$ cat src/rtl/mike_cacheline_adaptor_if.sv
// Cache-side and memory-side handshake bundle for the cacheline/burst adaptor.
// The adaptor connects through the slave modport; the driver of both sides uses master.
interface mike_cacheline_adaptor_if #(
  parameter int unsigned s_line  = 256,
  parameter int unsigned s_burst = 64
);
  logic [31:0]        address_i;
  logic [s_line-1:0]  line_i;
  logic               read_i;
  logic               write_i;
  logic [s_line-1:0]  line_o;
  logic               resp_o;
  logic [31:0]        address_o;
  logic [s_burst-1:0] burst_i;
  logic [s_burst-1:0] burst_o;
  logic               read_o;
  logic               write_o;
  logic               resp_i;

  modport slave (
    input  address_i, line_i, read_i, write_i, burst_i, resp_i,
    output line_o, resp_o, address_o, burst_o, read_o, write_o
  );

  modport master (
    output address_i, line_i, read_i, write_i, burst_i, resp_i,
    input  line_o, resp_o, address_o, burst_o, read_o, write_o
  );
endinterface

$ cat src/rtl/mike_cacheline_adaptor.sv
// Splits a cacheline fill/writeback into n_beats memory beats and reassembles fills.
// All bus outputs are registered; resp_o pulses for one cycle when a line completes.
module mike_cacheline_adaptor #(
  parameter int unsigned s_line  = 256,
  parameter int unsigned s_burst = 64
) (
  input logic                    clk,
  input logic                    rst,
  mike_cacheline_adaptor_if.slave bus
);

  localparam int unsigned n_beats = s_line / s_burst;
  localparam int unsigned BeatW   = $clog2(n_beats);

  typedef enum logic [1:0] {StIdle, StRead, StWrite, StDone} state_e;

  state_e             r_state;
  logic [BeatW-1:0]   r_beat;
  logic [s_line-1:0]  r_buf;
  logic [31:0]        r_addr;
  logic               r_resp;
  logic               r_read;
  logic               r_write;
  logic [s_burst-1:0] r_burst;

  logic [BeatW-1:0]   w_beat_nxt;
  logic               w_last;

  assign w_beat_nxt = r_beat + BeatW'(1);
  assign w_last     = (r_beat == BeatW'(n_beats - 1));

  assign bus.line_o    = r_buf;
  assign bus.resp_o    = r_resp;
  assign bus.address_o = r_addr;
  assign bus.burst_o   = r_burst;
  assign bus.read_o    = r_read;
  assign bus.write_o   = r_write;

  always_ff @(posedge clk or negedge rst) begin
    if (!rst) begin
      r_state <= StIdle;
      r_beat  <= '0;
      r_buf   <= '0;
      r_addr  <= '0;
      r_resp  <= 1'b0;
      r_read  <= 1'b0;
      r_write <= 1'b0;
      r_burst <= '0;
    end else begin
      unique case (r_state)
        StIdle: begin
          r_resp <= 1'b0;
          // Writeback takes priority when both requests arrive together.
          if (bus.write_i) begin
            r_addr  <= bus.address_i;
            r_buf   <= bus.line_i;
            r_beat  <= '0;
            r_write <= 1'b1;
            r_burst <= bus.line_i[s_burst-1:0];
            r_state <= StWrite;
          end else if (bus.read_i) begin
            r_addr  <= bus.address_i;
            r_beat  <= '0;
            r_read  <= 1'b1;
            r_state <= StRead;
          end
        end
        StRead: begin
          if (bus.resp_i) begin
            r_buf[r_beat*s_burst +: s_burst] <= bus.burst_i;
            r_beat <= w_beat_nxt;
            if (w_last) begin
              r_read  <= 1'b0;
              r_resp  <= 1'b1;
              r_state <= StDone;
            end
          end
        end
        StWrite: begin
          if (bus.resp_i) begin
            r_beat <= w_beat_nxt;
            if (w_last) begin
              r_write <= 1'b0;
              r_burst <= '0;
              r_resp  <= 1'b1;
              r_state <= StDone;
            end else begin
              // Present the following beat so burst_o stays a registered output.
              r_burst <= r_buf[w_beat_nxt*s_burst +: s_burst];
            end
          end
        end
        StDone: begin
          r_resp  <= 1'b0;
          r_state <= StIdle;
        end
        default: r_state <= StIdle;
      endcase
    end
  end

endmodule

$ cat src/flat_wrapper.sv
// flat-port wrapper written by rule: the top's interface ports become plain ports
module mike_cacheline_adaptor_flat 
#(
  parameter int unsigned s_line  = 256,
  parameter int unsigned s_burst = 64
)
  (clk, rst, bus_address_i, bus_line_i, bus_read_i, bus_write_i, bus_burst_i, bus_resp_i, bus_line_o, bus_resp_o, bus_address_o, bus_burst_o, bus_read_o, bus_write_o);
  mike_cacheline_adaptor_if #(.s_line(s_line), .s_burst(s_burst)) bus_i ();
  input logic clk;
  input logic rst;
  input wire logic [$bits(bus_i.address_i)-1:0] bus_address_i;
  input wire logic [$bits(bus_i.line_i)-1:0] bus_line_i;
  input wire logic [$bits(bus_i.read_i)-1:0] bus_read_i;
  input wire logic [$bits(bus_i.write_i)-1:0] bus_write_i;
  input wire logic [$bits(bus_i.burst_i)-1:0] bus_burst_i;
  input wire logic [$bits(bus_i.resp_i)-1:0] bus_resp_i;
  output wire logic [$bits(bus_i.line_o)-1:0] bus_line_o;
  output wire logic [$bits(bus_i.resp_o)-1:0] bus_resp_o;
  output wire logic [$bits(bus_i.address_o)-1:0] bus_address_o;
  output wire logic [$bits(bus_i.burst_o)-1:0] bus_burst_o;
  output wire logic [$bits(bus_i.read_o)-1:0] bus_read_o;
  output wire logic [$bits(bus_i.write_o)-1:0] bus_write_o;
  assign bus_i.address_i = bus_address_i;
  assign bus_i.line_i = bus_line_i;
  assign bus_i.read_i = bus_read_i;
  assign bus_i.write_i = bus_write_i;
  assign bus_i.burst_i = bus_burst_i;
  assign bus_i.resp_i = bus_resp_i;
  assign bus_line_o = bus_i.line_o;
  assign bus_resp_o = bus_i.resp_o;
  assign bus_address_o = bus_i.address_o;
  assign bus_burst_o = bus_i.burst_o;
  assign bus_read_o = bus_i.read_o;
  assign bus_write_o = bus_i.write_o;
  mike_cacheline_adaptor #(.s_line(s_line), .s_burst(s_burst)) u_core (.clk(clk), .rst(rst), .bus(bus_i));
endmodule
$ cat config.mk
export PLATFORM = sky130hd
export DESIGN_NAME = mike_cacheline_adaptor_flat
export DESIGN_NICKNAME = d
export VERILOG_FILES = /design/src/rtl/mike_cacheline_adaptor_if.sv /design/src/rtl/mike_cacheline_adaptor.sv /design/src/flat_wrapper.sv
export SDC_FILE = /design/constraint.sdc
export NUM_CORES = 1
export LEC_CHECK = 0
export ABC_AREA = 1
export CAP_MARGIN = 30
export CELL_PAD_IN_SITES_DETAIL_PLACEMENT = 0
export CELL_PAD_IN_SITES_GLOBAL_PLACEMENT = 2
export CORE_MARGIN = 8
export CORE_UTILIZATION = 26
export CTS_CLUSTER_DIAMETER = 80
export DETAILED_ROUTE_END_ITERATION = 10
export GPL_ROUTABILITY_DRIVEN = 0
export PLACE_DENSITY = 0.84
export SLEW_MARGIN = 20
export SYNTH_ARGS = -nofsm -noshare
export SYNTH_HDL_FRONTEND = slang
export SYNTH_SLANG_ARGS = --single-unit
$ cat constraint.sdc
create_clock -name clk -period 4.3 [get_ports clk]
set_input_delay 1.075 -clock clk [delete_from_list [all_inputs] [get_ports clk]]
set_output_delay 1.075 -clock clk [all_outputs]
set_load 0.02 [all_outputs]
# Yosys cells after proc, flatten, opt, wreduce, memory -nomap -nowiden

Index checks and enable logic that the tools add are counted.

Bits in registers: 359
Bits of input ports: 357
Output and inout bits: 355

$add $sub $neg: 2
Equal/unequal tests: 14
Shift-type cells: 3
Mux-type cells: 29
Reductions and logical operators: 15

Operators with widths:

| operator                                                                  | count |
|---|---|
| 256-bit two-way mux                                                       | 2 |
| 256-bit case mux with 2 select lines                                      | 1 |
| 256-bit bitwise mux                                                       | 1 |
| 64-bit by 34-bit variable shift with 256-bit output, first input constant | 1 |
| 256-bit by 9-bit indexed part select with 64-bit output                   | 1 |
| 64-bit by 34-bit indexed part select with 256-bit output                  | 1 |
| 64-bit two-way mux                                                        | 3 |
| 64-bit case mux with 2 select lines                                       | 1 |
| 32-bit two-way mux                                                        | 2 |
| 8-bit negator with 34-bit output                                          | 1 |
| 2-bit two-way mux                                                         | 7 |
| 3-bit AND reduction                                                       | 4 |
| 2-bit inequality test, second input constant                              | 5 |
| 2-bit by 1-bit inequality test with 1-bit output, second input constant   | 4 |
| 2-bit nonzero test                                                        | 4 |
| 1-bit two-way mux                                                         | 7 |
| 2-bit == test, second input constant                                      | 3 |
| 1-bit case mux with 2 select lines                                        | 3 |
| 2-bit case mux with 3 select lines                                        | 1 |
| 5-bit AND reduction                                                       | 1 |
| 2-bit case mux with 2 select lines                                        | 1 |
| 2-bit AND reduction                                                       | 2 |
| 4-bit AND reduction                                                       | 1 |
| 2-bit OR reduction                                                        | 2 |
| other kinds (4)                                                           | 4 |

# Depth between registers and ports, before layout

Gate-level depths: netlist (run 1).

Depth after elaboration: 5
Gate-level depth with buffers: 14
Depth with buffers taken out: 10

# Worst setup path before layout (run 1)

OpenSTA, ideal clock, no wires.

Path kind: register -> register
From: reg u_core.r_beat[0]
To: reg u_core.r_buf[243] (netlist: u_core.bus.line_o[243])
Setup time: 0.117 ns
Arrival time: 2.247 ns
Path slack: 1.936 ns
Cell stages (with the launch flop): 14
Path buffers: 6
Path through: dfrtp_1 buf_2 inv_2 buf_4 buf_4 buf_2 ha_1 buf_2 inv_2 nand3_1 buf_1 o21ai_0 nand2_1 nand2_1

Cells in the longest elaborated chain, start to end: 5
Elaborated cells on any way between the ends: 6
Classes of those cells: 1 x add/sub; 2 x shift; 3 x mux

Ends and longest elaborated chain:

| what                                                                                                                            | RTL line                     | source |
|---|---|---|
| from (decl)                                                                                                                     | mike_cacheline_adaptor.sv:18 | `logic [BeatW-1:0] r_beat;` |
| from (signal assigned)                                                                                                          | mike_cacheline_adaptor.sv:71 | `r_beat <= w_beat_nxt;` |
| from (signal assigned)                                                                                                          | mike_cacheline_adaptor.sv:81 | `r_beat <= w_beat_nxt;` |
| 8-bit negator with 34-bit output (*)                                                                                            | mike_cacheline_adaptor.sv:70 | `r_buf[r_beat*s_burst +: s_burst] <= bus.burst_i;` |
| 64-bit by 34-bit indexed part select with 256-bit output or 64-bit by 34-bit variable shift with 256-bit output (tied branches) | mike_cacheline_adaptor.sv:70 |  |
| 256-bit bitwise mux (*)                                                                                                         | mike_cacheline_adaptor.sv:70 |  |
| 256-bit two-way mux (*)                                                                                                         | mike_cacheline_adaptor.sv:69 | `if (bus.resp_i) begin` |
| 256-bit case mux with 2 select lines (*)                                                                                        | mike_cacheline_adaptor.sv:50 | `unique case (r_state)` |
| to (signal assigned)                                                                                                            | mike_cacheline_adaptor.sv:56 | `r_buf <= bus.line_i;` |
| to (signal, indexed assignment)                                                                                                 | mike_cacheline_adaptor.sv:70 |  |
| to (decl)                                                                                                                       | mike_cacheline_adaptor.sv:19 | `logic [s_line-1:0] r_buf;` |

Every way passes the cells marked *; elsewhere a longest branch is shown, timed or not. The select of a mux whose other input is x is not followed.
A chain may end at the register's enable or synchronous reset.

# Final worst setup path (run 1)

From: reg u_core.r_beat[0]
To: reg u_core.r_buf[2] (netlist: u_core.bus.line_o[2])

The elaborated chain is that of the path after synthesis.

==> impl_metrics.py, run 1 <==
metrics = {
    "hold_path": {
        "hp-class": "register to register",
    },
    "global_routing": {
        "antenna_found_initial": 14,
        "grt_pass1_wl_mm": 157.5,
        "globalRouteOverflowTotal": 0,
        "grt_pass1_vias": 22440,
        "grtUsageTotal_pct": 24.45,
        "grt_max_degree": 134,
    },
    "power": {
        "p_switching_uw": 12100,
        "leakagePower_uw": 0.01422,
        "pwr-share-clk_pct": 16.9,
        "swShare_pct": 49.31,
        "total_power_uw": 24540,
        "comb_power_share_pct": 58.1,
        "p_int_uw": 12440,
        "ir_drop_mv": 0.4720,
        "seq_power_share_pct": 25.0,
        "power_density_nw_per_um2": 835.0,
    },
    "floorplan": {
        "core-area_um2": 75570,
        "die_area_um2": 85080,
        "num_rows": 101,
        "io_pins": 712,
        "initial_core_util_pct": 26.15,
        "fp.dieH_um": 291.7,
        "die_w_um": 291.7,
    },
    "worst_setup_path": {
        "crit_path_cell_trace": "inv_6, ha_4, nor2_1, nand3_4, buf_4, o21ai_0, nand2_1, nand2_1",
        "worstSetupPathType": "register to register",
        "end_kind": "register",
        "path_max_fanout": 47,
        "critPathArrivalTime_ns": 3.82,
        "cpPeakStageDelay_ns": 0.69,
        "start_kind": "register",
        "slowest_stage": "nand3_4",
        "crit_path_frequent_cell": "nand2_1",
        "crit_required_ns": 4.82,
    },
    "clocking": {
        "clockBufferDepth": 3,
        "path_clk_slew_ns": 0.06,
        "cts_resized": 0,
        "ctsRootBufferMaster": "clkbuf_16",
        "cts_buffers": 47,
        "clock_latency_ns": 0.58,
        "cts_sinks": 359,
        "hold_buffers": 0,
        "htreeDepth": 2,
        "post_cts_buffers": 0,
        "tritoncts": "built",
    },
    "yosys": {
        "syn_area_per_cell_um2": 6.831,
        "syn_area_um2": 19760,
        "syn_inst": 2893,
        "yosys_warnings": 0,
        "synth_cell_types": 23,
        "synth_nets": 3259,
        "synth_seq_cells": 359,
        "ys_seq_area_share_pct": 45.46,
    },
    "placed_design": {
        "hpwlAfterDp_mm": 75.50,
        "io_buffers": 711,
        "place_area_um2": 27760,
    },
    "drt": {
        "ant_nets": 0,
        "wl_mm": 107.9,
        "num_vias": 21600,
        "drt_iter0_drc": 1436,
        "via_per_inst": 4.758,
        "drc": 0,
        "drt_pre_antenna_iters": 5,
        "routedWlPerCell_um": 23.78,
    },
    "sta": {
        "final.min_clock_period_ns": 3.304,
        "clock_skew_ns": 0.01812,
        "fin_setup_tns_ns": 0,
        "hold_viol": 0,
        "setup_viol": 0,
        "rsz0062_at_grt": "false",
        "relSlewSlack_pct": 38.27,
        "max_freq_mhz": 302.7,
        "tightest_slew_ns": 0.9259,
        "finalMaxSlewViolations": 0,
        "timing.final.crit_share_pct": 76.83,
    },
    "layout": {
        "synthToLayoutAreaGrowth_pct": 48.70,
        "final_common_cell": "nand2_1",
        "drive_above_1_share_pct": 4.476,
        "layout.nets": 3883,
        "utilization_pct": 38.89,
        "layout_common_cells": "nand2_1 (1312), clkdlybuf4s50_1 (710), dfrtp_1 (358)",
        "design_area_um2": 29390,
    },
    "flow_run": {
        "max_cap_violations": 0,
    },
    "run_status": {
        "status": "complete, no violations",
    },
}
[per-stage QoR]
stage | instances | setup WS (ns) | hold slack (ns)
6_report | 4540 | 0.9962 | 0.4662
5_1_grt | 4537 | 0.7193 | 0.4844
4_1_cts | 4530 | 0.9784 | 0.4722
3_5_place_dp | 4446 | 0.9537 | 0.4573
3_3_place_gp | 4445 | 0.8725 | 0.4528
2_1_floorplan | 2893 | 1.936 | 0.5566
[layout make-up]
type                       instances  area [um^2]
timing repair buffer             764         7607
multi-input combinational       2100         9007
fill                            8053        46180
sequential                       359         8987
tap                              978         1224
clock buffer                      70         1425
antenna                           10        25.02
clock inverter                    14        172.7
inverter                         245        937.1
[path summary, 6_finish.rpt]
kind / end / slack (ns) / cells after the start / startpoint
worst min register to register: u_core.bus.address_o[26] / 0.47 / 2 / u_core.bus.address_o[26]
min in group asynchronous: u_core.bus.burst_o[28] / 0.49 / 1 / rst
worst min-delay path: u_core.bus.address_o[26] / 0.47 / 2 / u_core.bus.address_o[26]
worst max register to register: u_core.bus.line_o[2] / 1.0 / 8 / u_core.r_beat[0]
worst max-delay path: u_core.bus.line_o[2] / 1.0 / 8 / u_core.r_beat[0]
max in group asynchronous: u_core.r_beat[0] / 2.72 / 2 / rst
[flip-flops by register name (all words and copies together), names as in the netlist]
name / count
u_core.bus.burst_o: 64
u_core.r_state: 2
u_core.r_beat: 2
u_core.bus.resp_o: 1
u_core.bus.address_o: 32
u_core.bus.line_o: 256
u_core.bus.write_o: 1
u_core.bus.read_o: 1
[critical path, delay by kind of cell (launching register included)]
family,cells,cell delay [ns]
compound gates,1,0.19
fa+ha+maj,1,0.44
simple gates,4,1.11
buf+inv,2,0.85
flops,1,0.59
[Yosys cell counts]
master       n  area share [%]
buf_6        7            0.40
inv_1      237             4.5
clkbuf_1    65             1.2
o21ai_1     68             1.7
a21oi_1     88             2.2
nor2_4       1           0.057
nand2_2      3           0.095
nor2_1     145             2.8
nand2_4      1           0.057
nand2_1   1314              25
inv_2        8            0.15
buf_4       28             1.1
o21ai_2      1           0.044
a22oi_1     39             1.5
buf_1       16            0.30
a21oi_4      1           0.082
o21ai_0    339             8.6
ha_1         9            0.57
nand3_1     87             2.2
dfrtp_1    359              45
nor2_2       3           0.095
buf_2       73             1.8
nor2_8       1            0.10
[metal layers]
layer | track usage (%) | routed length [um]
met4 | 6.068 | 2531
met3 | 6.683 | 8068
met2 | 42.78 | 53110
met5 | 0 | 55
met1 | 29.62 | 44180
[kinds of logic after synthesis]
| group | count (synthesis) | synth area share, % |
|---|---|---|
| AOI/OAI and AO/OA | 536 | 14.14 |
| adders and majority gates | 9 | 0.5698 |
| buffers and inverters | 434 | 9.504 |
| DFF | 359 | 45.46 |
| and+or+nand+nor | 1555 | 30.32 |
[power groups by stage]
stage / Combinational [uW] / Clock (uW) / Sequential, uW
2_1_floorplan: 6040 / 0 / 7570
5_1_grt: 15600 / 4360 / 6300
3_3_place_gp: 14400 / 0 / 6150
4_1_cts: 14500 / 4240 / 6130
6_report: 14300 / 4140 / 6130
3_5_place_dp: 14400 / 0 / 6150
Power figures use the tool's default switching activity.
==> run 2, diff against run 1 <==
- CORE_UTILIZATION: 26 -> 21
- PLACE_DENSITY: 0.84 -> 0.72
- clock period: 4.3 -> 2.7 ns (I/O delays scaled with it)
==> run 2 against run 1 <==
Compared with the run above:
- clock skew fell by 0.0012 ns
- sequential power increased by 58%
- critical path type is now register to output pin
- via count shrank 0.14%
- utilization is 6.4 points lower
- final cell count rose by 6.7%
- flip-flop and latch count stayed put
- global-route usage is 3.1 points lower
- wire length grew 6.5%
==> impl_metrics.py, run 2 (synthesized netlist as in run 1, its figures left out) <==
metrics = {
    "sta": {
        "final.min_clock_period_ns": 2.503,
        "max_freq_mhz": 399.5,
        "setup_viol": 0,
        "hold_viol": 0,
        "clock_skew_ns": 0.01697,
        "relSlewSlack_pct": 55.51,
        "holdWs_ns": 0.06224,
        "rsz0062_at_grt": "false",
        "timing.final.crit_share_pct": 92.71,
        "postLayoutSetupSlackWorst_ns": 0.1968,
        "fin_setup_tns_ns": 0,
        "finalMaxSlewViolations": 0,
        "tightest_slew_ns": 0.6673,
    },
    "floorplan": {
        "initial_core_util_pct": 21.17,
        "die_area_um2": 104200,
        "fp.dieH_um": 322.8,
        "io_pins": 712,
        "die_w_um": 322.8,
        "core-area_um2": 93330,
        "num_rows": 112,
    },
    "clocking": {
        "htreeDepth": 2,
        "tritoncts": "built",
        "cts_resized": 0,
        "cts_sinks": 359,
        "path_clk_slew_ns": 0.06,
        "cts_buffers": 50,
        "clock_latency_ns": 0.58,
        "clockBufferDepth": 3,
        "hold_buffers": 0,
        "post_cts_buffers": 0,
        "ctsRootBufferMaster": "clkbuf_16",
    },
    "worst_setup_path": {
        "cpPeakStageDelay_ns": 0.78,
        "path_max_fanout": 3,
        "reg2reg_from": "u_core.r_state[1]",
        "crit_family": "buffers and inverters",
        "crit_required_ns": 2.03,
        "crit_path_cell_trace": "clkdlybuf4s50_1",
        "critPathArrivalTime_ns": 1.83,
        "end_kind": "output pin",
        "crit_start": "u_core.bus.line_o[103]",
        "worstSetupPathType": "register to output pin",
        "start_kind": "register",
        "critPathBufInv": 1,
        "slowest_stage": "clkdlybuf4s50_1",
    },
    "layout": {
        "final_cells": 4844,
        "layout_common_cells": "nand2_1 (1312), clkdlybuf4s50_1 (710), dfrtp_1 (358)",
        "layout.nets": 3909,
        "final_common_cell": "nand2_1",
        "synthToLayoutAreaGrowth_pct": 53.26,
        "drive_above_1_share_pct": 5.117,
        "largest_reg_flops": 256,
    },
    "placed_design": {
        "dp.cells": 4745,
        "hpwlAfterDp_mm": 81.62,
        "dp_slack_ns": 0.2874,
        "io_buffers": 711,
    },
    "drt": {
        "via_per_inst": 4.453,
        "drt_iter0_drc": 1293,
        "wl_mm": 115.0,
        "drc": 0,
        "drt_pre_antenna_iters": 5,
        "routedWlPerCell_um": 23.74,
        "ant_nets": 0,
        "num_vias": 21570,
    },
    "global_routing": {
        "grt_pass1_vias": 22720,
        "globalRouteOverflowTotal": 0,
        "grt_pass1_wl_mm": 164.8,
        "antenna_found_initial": 24,
        "grtUsageTotal_pct": 21.35,
        "grt_max_degree": 116,
    },
    "run_status": {
        "status": "complete, no violations",
    },
    "power": {
        "ir_drop_mv": 0.8590,
        "power_density_nw_per_um2": 1326,
        "leakagePower_uw": 0.01447,
    },
    "flow_run": {
        "max_cap_violations": 0,
    },
    "hold_path": {
        "hp-class": "input port to asynchronous set/reset pin",
    },
}
run 2: cell count changes in the layout (fill, tap and decap cells not counted), moves of 2 or more:
cell       previous run  this run
buf_12                7        33
clkbuf_8             12         6
clkbuf_16            49        53
diode_2              10        14
buf_4                46        43
clkinv_4              0         2
run 2: cell type report:
type	instances	area (um^2)
clock inverters	17	201.4
multi-input cells	2100	9007
diodes	14	35.03
inverters	245	938.4
flip-flops and latches	359	8987
clock buffers	68	1443
repair buffers	787	8105
fillers	10280	63040
well taps	1254	1569
run 2: power by group:
group	switching [uW]	total (uW)	leakage [uW]	internal, uW
Sequential	1870	9700	0.00451	7830
Combinational	15100	23700	0.00914	8550
Clock	2680	6770	0.000813	4090
run 2: path summary, 6_finish.rpt:
| check | end | slack [ns] | depth (start not counted) |
|---|---|---|---|
| max in group asynchronous | u_core.bus.line_o[82] | 1.82 | 2 |
| worst min register to register | u_core.bus.address_o[23] | 0.47 | 2 |
| worst max register to register | u_core.bus.line_o[131] | 0.34 | 9 |
| worst min-delay path | u_core.bus.line_o[189] | 0.06 | 1 |
| worst max-delay path | bus_line_o[103] | 0.20 | 1 |
| min in group clk | u_core.bus.address_o[23] | 0.47 | 2 |
run 2: stage by stage:
step           power (uW)  util [%]  area, um^2
2_1_floorplan       21680         -       19760
3_3_place_gp        33820     30.65       28610
3_5_place_dp        33830     30.65       28610
4_1_cts             40930     32.41       30250
5_1_grt             43210     32.44       30280
6_report            40150     32.45       30290
run 2: routing by layer:
| layer | routed length (um) | share of wire [%] | track usage, % | vias to the layer above |
|---|---|---|---|---|
| li1 | - | - | - | 10360 |
| met1 | 47930 | 42 | 26.02 | 10360 |
| met2 | 55230 | 48 | 36.63 | 684 |
| met3 | 8898 | 7.7 | 6.259 | 158 |
| met4 | 2840 | 2.5 | 5.695 | 14 |
| met5 | 90 | 0.078 | 0 | - |
==> run 3, diff against run 2 <==
- CORE_UTILIZATION: 21 -> 22
- CTS_BUF_LIST: unset -> sky130_fd_sc_hd__clkbuf_8
- PLACE_DENSITY: 0.72 -> 0.75
==> run 3 against run 2 <==
Compared with the run above:
- sequential power about the same
- via count increased by 0.15%
- utilization increased by 1.2 points
- largest power group unchanged
- total power decreased by 2.2%
- critical endpoint is now bus_line_o[192]
- highest routed layer unchanged
- final cell count down 0.58%
==> impl_metrics.py, run 3 (synthesized netlist as in run 1, its figures left out) <==
metrics = {
    "run_status": {
        "status": "complete, no violations",
    },
    "sta": {
        "postLayoutSetupSlackWorst_ns": 0.1229,
        "hold_viol": 0,
        "final.min_clock_period_ns": 2.577,
        "clock_skew_ns": 0.05113,
        "setup_viol": 0,
        "relSlewSlack_pct": 35.61,
        "fin_setup_tns_ns": 0,
        "max_freq_mhz": 388.0,
        "holdWs_ns": 0.4652,
        "finalMaxSlewViolations": 0,
        "tightest_slew_ns": 0.9659,
        "timing.final.crit_share_pct": 95.45,
        "rsz0062_at_grt": "false",
    },
    "hold_path": {
        "hp-class": "register to register",
        "min_delay_path_depth": 2,
    },
    "layout": {
        "layout.nets": 3934,
        "layout_common_cells": "nand2_1 (1312), clkdlybuf4s50_1 (710), dfrtp_1 (358)",
        "n_fill_cell": 9865,
        "largest_reg_flops": 256,
        "final_common_cell": "nand2_1",
        "design_area_um2": 30080,
        "drive_above_1_share_pct": 5.899,
        "synthToLayoutAreaGrowth_pct": 52.21,
        "final_cells": 4816,
    },
    "drt": {
        "drt_pre_antenna_iters": 5,
        "ant_nets": 0,
        "drc": 0,
        "drt_iter0_drc": 1389,
        "wl_mm": 112.0,
        "num_vias": 21600,
        "via_per_inst": 4.486,
        "routedWlPerCell_um": 23.25,
    },
    "worst_setup_path": {
        "start_kind": "register",
        "end_kind": "output pin",
        "cpPeakStageDelay_ns": 0.88,
        "slowest_stage": "clkdlybuf4s50_1",
        "crit_path_cell_trace": "clkdlybuf4s50_1",
        "crit_family": "buffers and inverters",
        "critPathBufInv": 1,
        "worstSetupPathType": "register to output pin",
        "rr_worst_depth": 8,
        "crit_required_ns": 2.03,
        "path_depth": 1,
        "path_max_fanout": 3,
        "critPathArrivalTime_ns": 1.90,
    },
    "clocking": {
        "cts_resized": 0,
        "tritoncts": "built",
        "ctsRootBufferMaster": "clkbuf_8",
        "cts_buffers": 75,
        "htreeDepth": 3,
        "clockBufferDepth": 3,
        "path_clk_slew_ns": 0.06,
        "clock_latency_ns": 0.67,
        "post_cts_buffers": 0,
        "cts_sinks": 359,
    },
    "global_routing": {
        "grt_pass1_vias": 22840,
        "grt_pass1_wl_mm": 160.0,
        "grtUsageTotal_pct": 21.65,
        "antenna_found_initial": 19,
        "globalRouteOverflowTotal": 0,
        "grt_max_degree": 93,
    },
    "placed_design": {
        "dp_slack_ns": 0.2273,
        "hpwlAfterDp_mm": 80.88,
        "dp.cells": 4666,
        "io_buffers": 711,
        "place_area_um2": 28500,
    },
    "floorplan": {
        "num_rows": 110,
        "die_w_um": 315.7,
        "io_pins": 712,
        "initial_core_util_pct": 22.09,
        "die_area_um2": 99670,
        "core-area_um2": 89460,
        "fp.dieH_um": 315.7,
    },
    "power": {
        "ir_drop_mv": 0.8025,
        "power_density_nw_per_um2": 1305,
        "leakagePower_uw": 0.01456,
    },
    "flow_run": {
        "max_cap_violations": 0,
    },
}
## run 3: changes by cell type in the layout (fill, tap and decap cells not counted)
| cell | previous run | this run |
|---|---|---|
| buf_4 | 43 | 42 |
| bufinv_16 | 4 | 1 |
| clkbuf_1 | 9 | 0 |
| clkbuf_16 | 53 | 0 |
| clkbuf_8 | 6 | 97 |
| clkinv_2 | 10 | 8 |
| clkinv_4 | 2 | 0 |
| diode_2 | 14 | 12 |
| dlygate4sd3_1 | 0 | 1 |
| inv_1 | 237 | 266 |
| inv_4 | 2 | 1 |
| inv_6 | 1 | 4 |
| inv_8 | 2 | 1 |
## run 3: area by class of cell
class / count / area [um^2] / share of cell area [%]
inverter: 245 / 937.1 / 3.116
multi-input combinational: 2100 / 9007 / 29.95
sequential: 359 / 8987 / 29.88
tap: 1176 / 1471 / 4.892
clock inverter: 40 / 202.7 / 0.6739
clock buffer: 97 / 1335 / 4.438
timing repair buffer: 787 / 8108 / 26.96
antenna: 12 / 30.03 / 0.09983
## run 3: path summary, 6_finish.rpt
path / start / end / slack (ns)
min in group asynchronous: rst / u_core.bus.line_o[249] / 0.51
setup reg to reg: u_core.r_beat[0] / u_core.bus.line_o[192] / 0.24
hold reg to reg: u_core.bus.address_o[27] / u_core.bus.address_o[27] / 0.47
hold / removal: u_core.bus.address_o[27] / u_core.bus.address_o[27] / 0.47
max in group asynchronous: rst / u_core.bus.line_o[224] / 1.29
setup / recovery: u_core.bus.line_o[192] / bus_line_o[192] / 0.12
## run 3: worst min-delay path: cells and delay by family (launching register included)
family / cells / cell delay, ns
flip-flops: 1 / 0.34
AND/OR/NAND/NOR: 2 / 0.09
## run 3: what timing repair did
| action | 4_1_cts | 5_1_grt |
|---|---|---|
| hold buffers | 1 | 0 |
| endpoints found under the hold margin | 35 | 0 |
| endpoints found under the setup margin | 0 | 0 |
## run 3: stage by stage
stage          utilization, %  total power [uW]
2_1_floorplan               -             21680
3_3_place_gp            31.86             33620
3_5_place_dp            31.86             33620
4_1_cts                 33.59             39930
5_1_grt                 33.61             42140
6_report                33.62             39260
## run 3: routing by layer
layer  vias to the layer above  part of all wire (%)  GRT usage [%]
li1                      10420                     -              -
met1                     10280                    42          26.66
met2                       721                    48          36.66
met3                       174                   7.4          6.070
met4                        14                   2.8          6.491
met5                         -                 0.082              0
## run 3: where the power goes
part	internal, uW	total [uW]	switching [uW]	leakage (uW)
clock	3320	6060	2750	0.000903
sequential	7830	9720	1890	0.00451
combinational	8480	23500	15000	0.00915
